[src/rtl/uart_reg_loader.sv]
// UART 8N1 receiver feeding a two-state command parser that issues
// one-cycle register-file strobes (opcode + operand).
module uart_reg_loader #(
  parameter int CLKS_PER_BIT = 16
) (
  input  logic       clock,
  input  logic       reset,
  input  logic       ena,
  input  logic       rx,
  output logic       reg_ena,
  output logic [2:0] opcode_out,
  output logic [7:0] data_out,
  output logic       frame_err,
  output logic       cmd_err,
  output logic       busy
);

  localparam int CW = $clog2(CLKS_PER_BIT);
  localparam logic [CW-1:0] HALF_CNT = CW'(CLKS_PER_BIT / 2);
  localparam logic [CW-1:0] LAST_CNT = CW'(CLKS_PER_BIT - 1);

  typedef enum logic [1:0] {RX_IDLE, RX_START, RX_DATA, RX_STOP} rx_state_t;
  typedef enum logic {P_CMD, P_ARG} parse_state_t;

  logic          rx_meta_q, rx_s_q;
  rx_state_t     rx_state_q, rx_state_d;
  parse_state_t  parse_q, parse_d;
  logic [CW-1:0] cnt_q, cnt_d;
  logic [2:0]    bit_q, bit_d;
  logic [7:0]    shift_q, shift_d;
  logic [2:0]    op_q, op_d;
  logic          reg_ena_q, reg_ena_d;
  logic [2:0]    opcode_q, opcode_d;
  logic [7:0]    data_q, data_d;
  logic          frame_err_q, frame_err_d;
  logic          cmd_err_q, cmd_err_d;
  logic          byte_valid;

  always_comb begin
    rx_state_d  = rx_state_q;
    parse_d     = parse_q;
    cnt_d       = cnt_q;
    bit_d       = bit_q;
    shift_d     = shift_q;
    op_d        = op_q;
    opcode_d    = opcode_q;
    data_d      = data_q;
    reg_ena_d   = 1'b0;
    frame_err_d = 1'b0;
    cmd_err_d   = 1'b0;
    byte_valid  = 1'b0;

    case (rx_state_q)
      RX_IDLE: begin
        if (!rx_s_q) begin
          rx_state_d = RX_START;
          cnt_d      = '0;
        end
      end
      RX_START: begin
        if (cnt_q == HALF_CNT) begin
          cnt_d      = '0;
          bit_d      = '0;
          rx_state_d = rx_s_q ? RX_IDLE : RX_DATA;
        end else begin
          cnt_d = cnt_q + 1'b1;
        end
      end
      RX_DATA: begin
        if (cnt_q == LAST_CNT) begin
          cnt_d   = '0;
          shift_d = {rx_s_q, shift_q[7:1]};
          if (bit_q == 3'd7) rx_state_d = RX_STOP;
          else               bit_d      = bit_q + 1'b1;
        end else begin
          cnt_d = cnt_q + 1'b1;
        end
      end
      RX_STOP: begin
        if (cnt_q == LAST_CNT) begin
          cnt_d       = '0;
          rx_state_d  = RX_IDLE;
          byte_valid  = rx_s_q;
          frame_err_d = !rx_s_q;
        end else begin
          cnt_d = cnt_q + 1'b1;
        end
      end
      default: rx_state_d = RX_IDLE;
    endcase

    // LOAD opcodes (000/001) need an operand frame; everything else issues at once.
    if (byte_valid) begin
      if (parse_q == P_ARG) begin
        reg_ena_d = 1'b1;
        opcode_d  = op_q;
        data_d    = shift_q;
        parse_d   = P_CMD;
      end else if (|shift_q[7:3]) begin
        cmd_err_d = 1'b1;
      end else if (shift_q[2:1] == 2'b00) begin
        op_d    = shift_q[2:0];
        parse_d = P_ARG;
      end else begin
        reg_ena_d = 1'b1;
        opcode_d  = shift_q[2:0];
        data_d    = 8'h00;
      end
    end else if (frame_err_d) begin
      parse_d = P_CMD;
    end
  end

  always_ff @(posedge clock) begin
    if (reset) begin
      rx_meta_q <= 1'b1;
      rx_s_q    <= 1'b1;
    end else begin
      rx_meta_q <= rx;
      rx_s_q    <= rx_meta_q;
    end
  end

  always_ff @(posedge clock) begin
    if (reset) begin
      rx_state_q  <= RX_IDLE;
      parse_q     <= P_CMD;
      cnt_q       <= '0;
      bit_q       <= '0;
      shift_q     <= '0;
      op_q        <= '0;
      reg_ena_q   <= 1'b0;
      opcode_q    <= 3'b111;
      data_q      <= '0;
      frame_err_q <= 1'b0;
      cmd_err_q   <= 1'b0;
    end else if (ena) begin
      rx_state_q  <= rx_state_d;
      parse_q     <= parse_d;
      cnt_q       <= cnt_d;
      bit_q       <= bit_d;
      shift_q     <= shift_d;
      op_q        <= op_d;
      reg_ena_q   <= reg_ena_d;
      opcode_q    <= opcode_d;
      data_q      <= data_d;
      frame_err_q <= frame_err_d;
      cmd_err_q   <= cmd_err_d;
    end else begin
      reg_ena_q   <= 1'b0;
      frame_err_q <= 1'b0;
      cmd_err_q   <= 1'b0;
    end
  end

  assign reg_ena    = reg_ena_q & ena;
  assign frame_err  = frame_err_q & ena;
  assign cmd_err    = cmd_err_q & ena;
  assign opcode_out = opcode_q;
  assign data_out   = data_q;
  assign busy       = (rx_state_q != RX_IDLE) || (parse_q == P_ARG);

endmodule

[config.mk]
export PLATFORM = sky130hd
export DESIGN_NAME = uart_reg_loader
export DESIGN_NICKNAME = d
export VERILOG_FILES = /design/src/rtl/uart_reg_loader.sv
export SDC_FILE = /design/constraint.sdc
export NUM_CORES = 1
export LEC_CHECK = 0
export ABC_AREA = 1
export CAP_MARGIN = 10
export CORE_UTILIZATION = 55
export DETAILED_ROUTE_END_ITERATION = 10
export GPL_TIMING_DRIVEN = 0
export PLACE_DENSITY_LB_ADDON = 0.1
export SYNTH_ARGS = -nofsm -noshare
export SYNTH_HDL_FRONTEND = slang
export SYNTH_SLANG_ARGS = --single-unit
[constraint.sdc]
create_clock -name clock -period 2 [get_ports clock]
set_clock_uncertainty 0.15 [all_clocks]
set_input_delay 0.5 -clock clock [delete_from_list [all_inputs] [get_ports clock]]
set_output_delay 0.5 -clock clock [all_outputs]
set_load 0.005 [all_outputs]
==> results of run 1 <==
## layout by cell type, fill, tap and decap left out, types with 3 or more instances in the layout
cell type / n
nor2_1: 39
a21oi_1: 15
o21ai_1: 13
clkbuf_1: 4
nand2_1: 60
clkbuf_4: 5
o21ai_0: 3
buf_4: 3
nand2_2: 3
inv_2: 5
dfxtp_1: 34
ha_1: 4
clkdlybuf4s50_1: 16
nand3_1: 9
inv_1: 22
## registers in the layout, indices dropped and copies added (netlist names), 3 cells and up, named ones only
register and flops:
data_out 8, shift_q 8, cnt_q 4, bit_q 3, op_q 3, opcode_out 3
## per-stage QoR
step                cell area, µm²  cells
floorplan                     1687    236
global placement              1896    284
detailed placement            1896    284
CTS                           2012    294
global route                  2017    294
finish                        2017    294
## logic make-up after synthesis
kind of cell               Yosys count  share of synthesized area [%]
DFF                                 37                          43.92
AOI/OAI and AO/OA                   32                          9.644
xor gates and xnor gates             1                         0.5194
buffers and inverters               36                          9.198
and+or+nand+nor                    126                          33.75
adders and majority gates            4                          2.967
## area by class of cell
cell class,instances,area share (%)
inverters,29,5.707
clock inverters,1,1.489
well taps,31,1.923
multi-input cells,163,39.58
plain buffers,7,2.109
repair buffers,19,9.305
flip-flops and latches,37,37.16
clock buffers,7,2.730
## worst max-delay path, stage by stage
cell             delay (ps)
buf_4                   150
nand2_1                  60
inv_1                    50
clkdlybuf4s50_1         490
## final timing paths
kind | start | endpoint | slack, ps | cells past startpoint
worst max-delay path | ena | frame_err | 100 | 4
worst min-delay path | rx_meta_q$_SDFF_PP1_ | rx_s_q$_SDFF_PP1_ | 270 | 1
worst max register to register | cnt_q[1]$_SDFFE_PP0P_ | data_out[4]$_SDFFE_PP0P_ | 320 | 8
worst min register to register | rx_meta_q$_SDFF_PP1_ | rx_s_q$_SDFF_PP1_ | 270 | 1
## metal layers
| layer | track usage, % | routed length (µm) | up-vias |
|---|---|---|---|
| met5 | 0 | 0 | - |
| met4 | 8.711 | 36 | 0 |
| met3 | 7.937 | 121 | 5 |
| met2 | 31.06 | 1316 | 27 |
| met1 | 27.65 | 1537 | 620 |
| li1 | - | - | 803 |
## repair_timing
item,in CTS,in global routing
gates cloned,0,0
gates resized for setup,7,3
setup endpoints to repair,1,4
setup buffers,2,0
hold buffers,0,0
## power breakdown
part           leakage, µW  switching [µW]  internal (µW)
combinational     0.000520            45.6           26.9
sequential        0.000301            4.82            741
clock            0.0000455             237            298
==> summary.txt, run 1 <==
clk buf depth - 2
crit-path max FO - 9
die height - 57.38 µm
Die X - 57.38 µm
Final setup viols - 0
Leak - 0.0008666 µW
Filler cells - 247
Post-Syn Area - 0.001687 mm²
FMAX - 525.3 MHz
drt first-iter violations - 49
first-pass GRT wire length - 5223 µm
core area - 0.002829 mm²
measured slew at the worst slew-check pin - 488.5 ps
CP Capture Type - primary output
clock slew at reported path FFs - 100 ps
Detail Placement HPWL - 2179 µm
multi-input logic area - 798.3 µm²
critical path data arrival time - 1250 ps
failing checks - DRC
DR vias - 1,455
Pwr Density - 671.2 mW/mm²
maxcap violations - 0
pre-CTS setup slack - 16.03 ps
Avg Cell Area, Syn - 7.147 µm²
sequential area share after synthesis - 43.92%
Inserted Diodes - 0
ratio of cells with drive above 1 in the final layout - 12.93%
status - complete, but fails checks
Starting Density - 59.62%
Final Hold Vio Count - 0
Register Area - 749.5 µm²
Yosys warnings - 0
antenna viol nets, final - 0
Rows - 19
final WL - 3010 µm
Util after Layout - 71.30%
CP Data Required Time - 1350 ps
DRC - 4
DR vias/cell - 4.949
clk root buf - clkbuf_4
gr ovfl total - 0
Post-synth EDFFs - 0
Mapped Cells - 236
CTS tree - yes
CP Launch Type - input pin
post-synthesis net count - 244
vias in the first global route - 1,241
Rel. slew slack - 67.43%
crit share post-route - 95.18%
RSZ-0062 raised after global routing - no
DR WL/cell - 10.24 µm
top cell type's share of synthesized area - 43.92%
Synth top cells by count - nand2_1, nor2_1, dfxtp_1
die area - 0.003292 mm²
total power - 1354 µW
Max VDD drop - 0.4515 mV
top_reg_cell synth - dfxtp_1
largest net degree at the start of global routing - 12
Port Buffers - 17
kind of critical path - input pin to primary output
Synth Register Bits - 37
count leader, synth - nand2_1
Netlist cell types - 29
clock latency on the worst-skew pair - 340 ps
synth top area cells - dfxtp_1, nand2_1, nor2_1
Final Max Tran Viols - 0
1st-pass router iterations - 7
hold_ws - 268.9 ps
total track usage - 21.04%
fin nets - 270
gpl congestion - 0.8422
final worst slack - 96.42 ps
Layout area overhead - 19.58%
Post-synth ARST share - 0%
Ports - 19
Final min period - 1904 ps
area leader, netlist - dfxtp_1
H-tree levels - 2
CTS sink cnt - 37
initial antenna violation count - 0
setup TNS - 0 ps
Num CTS Buffers - 5
Worst Hold Class - flip-flop to flip-flop
(Power assumes the default switching activity.)
==> inputs of run 2 (changes only) <==
Settings changed: CORE_ASPECT_RATIO from default to 0.6.
==> summary.txt, run 2 (same netlist as run 1, synthesis figures left out) <==
Max VDD drop - 0.5151 mV
Port Buffers - 17
Final Max Tran Viols - 0
Rows - 15
measured slew at the worst slew-check pin - 534.7 ps
critical path data arrival time - 1300 ps
gpl congestion - 0.8480
Starting Density - 58.35%
CP Data Required Time - 1350 ps
clock latency on the worst-skew pair - 290 ps
antenna viol nets, final - 0
crit-path max FO - 5
CP Capture Type - primary output
Layout area overhead - 21.22%
CP Launch Type - flip-flop
Num CTS Buffers - 5
H-tree levels - 2
peak per-stage delay on the critical path - 490 ps
crit-path cells - nor2_4 -> nand2_1 -> clkdlybuf4s50_1
Sw Pwr - 324.7 µW
Util after Layout - 70.74%
RSZ-0062 raised after global routing - no
Rel. slew slack - 64.35%
Critical path buffers and inverters - 1
Ports - 19
clk buf depth - 2
commonest non-fill, non-tap cell in the layout - nand2_1
clock power share - 45.3%
initial antenna violation count - 0
status - finished clean
first-pass GRT wire length - 5644 µm
Inserted Diodes - 0
CP max-delay cell - clkdlybuf4s50_1
CTS sink cnt - 37
vias in the first global route - 1,197
pre-CTS setup slack - -4.264 ps
hold_ws - 256.4 ps
met2 Use GR - 32.29%
DR vias - 1,462
global route hottest layer - met1
Final Hold Vio Count - 0
setup bufs post-CTS - 0
kind of critical path - flip-flop to primary output
# hold bufs at CTS - 0
total power - 1498 µW
largest net degree at the start of global routing - 13
drt first-iter violations - 136
maxcap violations - 0
met3 global-route usage - 6.920%
gr ovfl total - 0
clk root buf - clkbuf_8
ratio of cells with drive above 1 in the final layout - 12.26%
met1 Use GR - 34.31%
die area - 0.003299 mm²
die height - 44.90 µm
Pwr Density - 732.7 mW/mm²
Die X - 73.49 µm
fin nets - 268
final WL - 3305 µm
clock slew at reported path FFs - 70 ps
DR WL/cell - 10.91 µm
internal cell power - 1173 µW
DRC - 0
cts repair resizes - 3
placed cell count - 295
most frequent cells in the layout - nand2_1, nor2_1, dfxtp_1, inv_1, clkdlybuf4s50_1
FMAX - 512.2 MHz
DR vias/cell - 4.825
Gate power share - 4.7%
Leak - 0.0008499 µW
Final Non-Filler Cells - 303
core area - 0.002890 mm²
final worst slack - 47.56 ps
Sw Ratio - 21.68%
CTS tree - yes
sequential share of power - 50.0%
crit share post-route - 97.62%
1st-pass router iterations - 4
Detail Placement HPWL - 2447 µm
Final min period - 1952 ps
Top delay family on crit path - buffers and inverters
Final setup viols - 0
Worst Hold Class - flip-flop to flip-flop
total track usage - 23.32%
[run 2: changes by cell type in the layout (fill, tap and decap cells not counted), sizes merged]
cell,before,now
clkbuf,10,9
clkinvlp,0,1
clkdlybuf4s50,16,17
buf,6,4
dlymetal6s2s,1,0
[run 2: routing by layer]
metal	share of wire [%]	vias up
li1	-	790
met1	56	639
met2	38	29
met3	4.9	4
met4	1.2	0
met5	0	-
[run 2: layout make-up]
class	count	area (µm²)
Buffer	7	42.54
Clock buffer	6	82.58
Clock inverter	2	37.54
Fill cell	273	845.8
Inverter	29	115.1
Multi-Input combinational cell	163	798.3
Sequential cell	37	745.7
Tap cell	42	52.55
Timing Repair Buffer	17	170.2
[run 2: metrics by stage]
step	instance area (µm²)	TNS [ps]
floorplan	1687	0
global placement	1909	0
detailed placement	1909	-4.264
CTS	2034	0
global route	2044	0
finish	2044	0
[run 2: power groups by stage]
stage	clock, µW	sequential, µW	combinational [µW]
2_1_floorplan	0	765	48.3
3_3_place_gp	0	766	66.8
3_5_place_dp	0	766	68.1
4_1_cts	688	749	69.4
5_1_grt	721	750	80.9
6_report	678	749	70.6
[run 2: path summary, 6_finish.rpt]
path	start	endpoint	slack, ps	depth (start not counted)
setup / recovery	flip-flop	busy	50	3
hold / removal	rx_meta_q$_SDFF_PP1_	rx_s_q$_SDFF_PP1_	260	1
setup reg to reg	cnt_q[1]$_SDFFE_PP0P_	data_out[7]$_SDFFE_PP0P_	330	8
hold reg to reg	rx_meta_q$_SDFF_PP1_	rx_s_q$_SDFF_PP1_	260	1
